**config.mk**
```make
export PLATFORM = sky130hd
export DESIGN_NAME = pipe_writeback
export DESIGN_NICKNAME = d
export VERILOG_FILES = /design/src/rtl/pipe_writeback_pkg.sv /design/src/rtl/wb_regfile.sv /design/src/rtl/pipe_writeback.sv
export SDC_FILE = /design/constraint.sdc
export NUM_CORES = 1
export LEC_CHECK = 0
export CORE_MARGIN = 8
export CORE_UTILIZATION = 50
export DETAILED_ROUTE_END_ITERATION = 7
export GPL_TIMING_DRIVEN = 0
export PLACE_DENSITY = 0.75
export SLEW_MARGIN = 25
export SYNTH_ARGS = -nofsm -noshare
export SYNTH_HDL_FRONTEND = slang
export SYNTH_SLANG_ARGS = --single-unit
```
**constraint.sdc**
```tcl
create_clock -name clk -period 3.9 [get_ports clk]
set_input_delay 1.17 -clock clk [delete_from_list [all_inputs] [get_ports clk]]
set_output_delay 1.17 -clock clk [all_outputs]
set_load 0.02 [all_outputs]
```
**src/rtl/pipe_writeback_pkg.sv**
```systemverilog
// Shared types and sizes for the writeback stage and its register file.
package pipe_writeback_pkg;

  localparam int WB_WIDTH  = 16;
  localparam int REG_AW    = 3;
  localparam int REG_COUNT = 8;
  localparam int CNT_WIDTH = 16;

  typedef enum logic [1:0] {
    SRC_ALU    = 2'd0,
    SRC_MEM    = 2'd1,
    SRC_PCINCR = 2'd2
  } wb_src_e;

  typedef enum logic {
    ST_RUN    = 1'b0,
    ST_HALTED = 1'b1
  } wb_state_e;

endpackage

```
**src/rtl/wb_regfile.sv**
```systemverilog
// 8-entry register file: one write port, two combinational read ports with
// write-before-read bypass, asynchronous active-low clear.
module wb_regfile
  import pipe_writeback_pkg::*;
#(
  parameter int WIDTH = WB_WIDTH
) (
  input  logic              clk,
  input  logic              rst,
  input  logic              we_i,
  input  logic [REG_AW-1:0] waddr_i,
  input  logic [WIDTH-1:0]  wdata_i,
  input  logic [REG_AW-1:0] raddr1_i,
  input  logic [REG_AW-1:0] raddr2_i,
  output logic [WIDTH-1:0]  rdata1_o,
  output logic [WIDTH-1:0]  rdata2_o
);

  logic [WIDTH-1:0] regs_q [REG_COUNT];

  // NOTE: the array sits in the reset branch because every register must read
  // zero straight out of reset; that forces flops rather than a RAM macro.
  always_ff @(posedge clk or negedge rst) begin
    if (!rst) begin
      for (int i = 0; i < REG_COUNT; i++) regs_q[i] <= '0;
    end else if (we_i) begin
      regs_q[waddr_i] <= wdata_i;
    end
  end

  // A commit to the same address shows up in decode in the same cycle.
  assign rdata1_o = (we_i && raddr1_i == waddr_i) ? wdata_i : regs_q[raddr1_i];
  assign rdata2_o = (we_i && raddr2_i == waddr_i) ? wdata_i : regs_q[raddr2_i];

endmodule

```
**src/rtl/pipe_writeback.sv**
```systemverilog
// Writeback stage: source select, commit gating, sticky halt and a count of
// committed register writes, in front of a bypassed register file.
module pipe_writeback
  import pipe_writeback_pkg::*;
#(
  parameter int WIDTH = WB_WIDTH
) (
  input  logic                 clk,
  input  logic                 rst,
  input  logic                 en,
  input  logic [WIDTH-1:0]     wb_mem_out,
  input  logic [WIDTH-1:0]     wb_ALU_out,
  input  logic [WIDTH-1:0]     wb_PC_incr,
  input  logic                 wb_memtoreg,
  input  logic                 wb_regwrite,
  input  logic                 wb_jumpl,
  input  logic                 wb_halt,
  input  logic [REG_AW-1:0]    wb_writereg,
  input  logic [REG_AW-1:0]    rd_addr1,
  input  logic [REG_AW-1:0]    rd_addr2,
  output logic [WIDTH-1:0]     rd_data1,
  output logic [WIDTH-1:0]     rd_data2,
  output logic [WIDTH-1:0]     wr_data,
  output logic                 fwd_valid,
  output logic [REG_AW-1:0]    fwd_reg,
  output logic                 halted,
  output logic [CNT_WIDTH-1:0] wr_count
);

  wb_src_e              src;
  wb_state_e            state_q;
  logic [CNT_WIDTH-1:0] count_q;
  logic                 commit;

  // NOTE: every combinational output gets a default first so no path can
  // leave it unassigned and infer a latch.
  always_comb begin
    src = SRC_ALU;
    if (wb_jumpl)         src = SRC_PCINCR;
    else if (wb_memtoreg) src = SRC_MEM;
  end

  always_comb begin
    wr_data = wb_ALU_out;
    case (src)
      SRC_MEM:    wr_data = wb_mem_out;
      SRC_PCINCR: wr_data = wb_PC_incr;
      default:    wr_data = wb_ALU_out;
    endcase
  end

  // A halting instruction never writes, even if it also carries regwrite.
  assign commit    = en & wb_regwrite & (state_q == ST_RUN) & ~wb_halt;
  assign fwd_valid = commit;
  assign fwd_reg   = wb_writereg;
  assign halted    = (state_q == ST_HALTED);
  assign wr_count  = count_q;

  // NOTE: sequential state uses non-blocking assignments so every flop samples
  // the pre-edge values regardless of statement order.
  always_ff @(posedge clk or negedge rst) begin
    if (!rst) begin
      state_q <= ST_RUN;
      count_q <= '0;
    end else if (en) begin
      case (state_q)
        ST_RUN:    if (wb_halt) state_q <= ST_HALTED;
        ST_HALTED: state_q <= ST_HALTED;
        default:   state_q <= ST_RUN;
      endcase
      if (commit) count_q <= count_q + 1'b1;
    end
  end

  wb_regfile #(.WIDTH(WIDTH)) u_regfile (
    .clk      (clk),
    .rst      (rst),
    .we_i     (commit),
    .waddr_i  (wb_writereg),
    .wdata_i  (wr_data),
    .raddr1_i (rd_addr1),
    .raddr2_i (rd_addr2),
    .rdata1_o (rd_data1),
    .rdata2_o (rd_data2)
  );

endmodule

```
==> flow_metrics.py <==
metrics = {
    "global_routing": {
        "track_usage_pct": 25.4,
        "grt_pass1_wl_mm": 38.8,
        "first_global_vias": 6902,
        "grt_overflow_total": 0,
        "antenna_found_initial": 0,
        "grt_max_degree": 101,
    },
    "detailed_routing": {
        "drc_errors": 0,
        "wire_per_inst_um": 24.0,
        "ant_nets": 0,
        "num_vias": 6551,
        "drtIter0Drc": 681,
        "via_per_inst": 6.19,
        "wl_mm": 25.4,
        "drtPass1Iterations": 5,
    },
    "setup_path": {
        "worstSetupEndpointType": "output pin",
        "worstPathMaxFanout": 10,
        "crit_family": "buffers and inverters",
        "critical_path_class": "input pin to output pin",
        "crit_chain": "dlygate4sd2_1, nand4bb_4, buf_8, inv_8, nand4_1, buf_6, clkbuf_16, a21oi_2, buf_4",
        "reg2reg_depth": 6,
        "r2r_slack_ns": 1.66,
        "crit_path_top_delay_cell": "dlygate4sd2_1",
        "path_buf_inv": 6,
        "critPathRequiredTime_ns": 2.73,
        "start_kind": "input pin",
        "cp_data_arrival_time_ns": 2.69,
        "rr_endpoint": "u_regfile.regs_q[118]$_DFFE_PN0P_",
        "r2r-start": "halted$_DFFE_PN0P_",
        "critPathMaxStageDelay_ns": 0.24,
    },
    "yosys": {
        "synthSimpleGateAreaFrac_pct": 8.84,
        "synth_xor_area_share_pct": 2.26,
        "syn_area_mm2": 0.00814,
        "yosysTopAreaCellShare_pct": 44.6,
        "synth_nets": 745,
        "ys_seq_area_share_pct": 44.6,
        "synthAdderAreaFrac_pct": 0.154,
        "synth_cells": 680,
        "synth_edf_count": 0,
        "ys.flop_type": "dfrtp_1",
        "ys_async_sr_fraction_pct": 100,
        "ys_seq_elements": 145,
        "synthMuxAreaShare_pct": 32.5,
        "synth_cell_types": 34,
        "yosysTopAreaCell": "dfrtp_1",
        "ys_warn_count": 0,
        "synth_top_family_by_area": "multiplexers",
        "avgSynthCellArea_um2": 12.0,
        "synth_area_leaders": "dfrtp_1, mux4_2, mux2_2, mux2i_1, nand2_1",
        "synth_compound_area_share_pct": 7.47,
    },
    "floorplanning": {
        "start_util_pct": 51.2,
        "io_pins": 133,
        "die_w_um": 144,
        "die_y_um": 144,
        "core_area_mm2": 0.0159,
        "die-area_mm2": 0.0206,
        "fp-row-count": 46,
    },
    "sta": {
        "worst_slew_pin_slew_ns": 0.745,
        "slew_viol_final": 0,
        "max_freq_ghz": 0.259,
        "clock_skew_ns": 0.00861,
        "layout_min_cycle_time_ns": 3.86,
        "rsz0062_at_grt": "yes",
        "slew_headroom_pct": 50.1,
        "min_period_over_period_pct": 99.1,
        "fin_setup_tns_ns": 0,
        "layout_setup_ws_ns": 0.0354,
        "hold_viol_final": 0,
        "final-setup-viol-count": 0,
        "worst_hold_slack_ns": 0.488,
    },
    "hold_path": {
        "min-delay-start": "halted$_DFFE_PN0P_",
        "hold_class": "flop to flop",
        "hold-path-endpoint": "halted$_DFFE_PN0P_",
        "hold_depth": 1,
    },
    "cells_and_area": {
        "synthToLayoutAreaGrowth_pct": 29.4,
        "drive_gt1_share_pct": 33.6,
        "finalNetCount": 895,
        "fin_cells": 1059,
        "layout_common_cells": "dfrtp_1, nand2_1, clkdlybuf4s50_1",
        "final_common_cell": "dfrtp_1",
        "final_cell_area_mm2": 0.0105,
        "diodes": 0,
    },
    "cts": {
        "clk_pin_slew_ns": 0.05,
        "cts_made_buffers": 17,
        "cts-root-buf": "clkbuf_16",
        "cts_tree": "done",
        "postCtsHoldBufs": 0,
        "cts.sinks": 145,
        "clock_latency_ns": 0.42,
        "clockBufferDepth": 2,
        "htree_levels": 4,
    },
    "power_and_ir_drop": {
        "combinationalPowerShare_pct": 13.1,
        "p_sw_share_pct": 24.7,
        "p_switching_mw": 0.931,
        "p_leak_nw": 4.82,
        "power.density_mw_per_mm2": 358,
        "internal_power_mw": 2.84,
        "seqPwrFrac_pct": 41.9,
        "vdd_drop_max_mv": 0.358,
        "pwr-share-clk_pct": 45.0,
    },
    "place": {
        "dp.cells": 1019,
        "io_buffers": 122,
        "place.gp.congestion": 0.872,
        "hpwl_mm": 17.1,
        "placed_cell_area_mm2": 0.00966,
        "place_ws_ns": -1.18,
    },
    "job": {
        "maxCapViolCount": 0,
    },
    "outcome": {
        "outcome": "complete, no violations",
    },
}
==> layout make-up <==
type / count / area (um^2)
plain buffers: 54 / 475
clock buffers: 23 / 488
clock inverters: 9 / 129
fillers: 1160 / 5360
inverters: 18 / 75.1
multi-input cells: 463 / 4270
flip-flops and latches: 145 / 3630
well taps: 216 / 270
repair buffers: 131 / 1190
==> logic make-up (layout without fill, tap and decap cells) <==
group	after synthesis	in the layout
AO/OA/AOI/OAI	113	113
buffers and inverters	72	235
AND/OR/NAND/NOR	152	152
adder cells (fa/ha/maj)	1	1
flip-flops	145	145
multiplexers	176	176
XOR/XNOR	21	21
==> synth_stat cells, types with 2 or more instances <==
cell type	n
dfrtp_1	145
mux4_2	64
buf_2	14
nor4b_4	2
buf_1	2
mux2_2	63
nand3_1	8
buf_4	6
mux2i_1	48
buf_6	4
xor2_1	6
inv_1	17
nand4_1	6
o21a_1	16
and3_1	2
a21oi_1	32
nand2_1	87
xnor2_1	15
nand4b_1	2
o21ai_0	64
clkbuf_1	27
nor2_1	38
==> worst reg2reg max path, delay by kind of cell (launching register included) <==
kind / cells / cell delay [ns]
muxes: 1 / 0.37
and+or+nand+nor: 2 / 0.76
buffers and inverters: 3 / 0.62
DFF: 1 / 0.39
==> power by group through the flow <==
stage	combinational [mW]	sequential (mW)	clock, mW
6_report	0.495	1.58	1.70
5_1_grt	0.528	1.59	1.77
4_1_cts	0.487	1.58	1.70
3_5_place_dp	0.488	1.61	0
3_3_place_gp	0.472	1.60	0
2_1_floorplan	0.259	1.60	0
==> registers in the layout, indices dropped and copies added (netlist names) <==
| register | count |
|---|---|
| u_regfile.regs_q | 128 |
| halted | 1 |
| wr_count | 16 |
==> stage by stage <==
| stage | power (mW) | utilization [%] |
|---|---|---|
| 4_1_cts | 3.76 | 65.9 |
| 2_1_floorplan | 1.86 | - |
| 3_5_place_dp | 2.09 | 60.8 |
| 3_3_place_gp | 2.07 | 60.6 |
| 5_1_grt | 3.88 | 66.3 |
| 6_report | 3.77 | 66.3 |
==> timing repair <==
action | in CTS | in global routing
setup buffers | 6 | 0
pin swaps | 3 | 0
gates cloned | 2 | 0
setup endpoints to repair | 49 | 27
resized for setup | 224 | 46
==> worst max path at each step <==
stage	start	end	slack, ns	depth (start not counted)
finish	wb_halt	rd_data2[12]	0.04	9
global route	rd_addr1[0]	rd_data1[1]	-0.006	6
CTS	rd_addr2[0]	rd_data2[11]	0.0007	6
detailed placement	wb_halt	rd_data2[1]	-1.18	9
global placement	rst	u_regfile.regs_q[54]$_DFFE_PN0P_	-3.78	1
floorplan	wb_halt	rd_data2[10]	0.20	6
==> metal layers <==
metal,vias to the layer above,GRT usage (%),share of wire [%],routed length (um)
li1,2777,-,-,-
met3,74,6.24,9.5,2420
met4,0,13.2,3.5,876
met2,411,42.0,49,12500
met5,-,0,0,0
met1,3289,30.4,38,9600
Power figures use the tool's default switching activity.
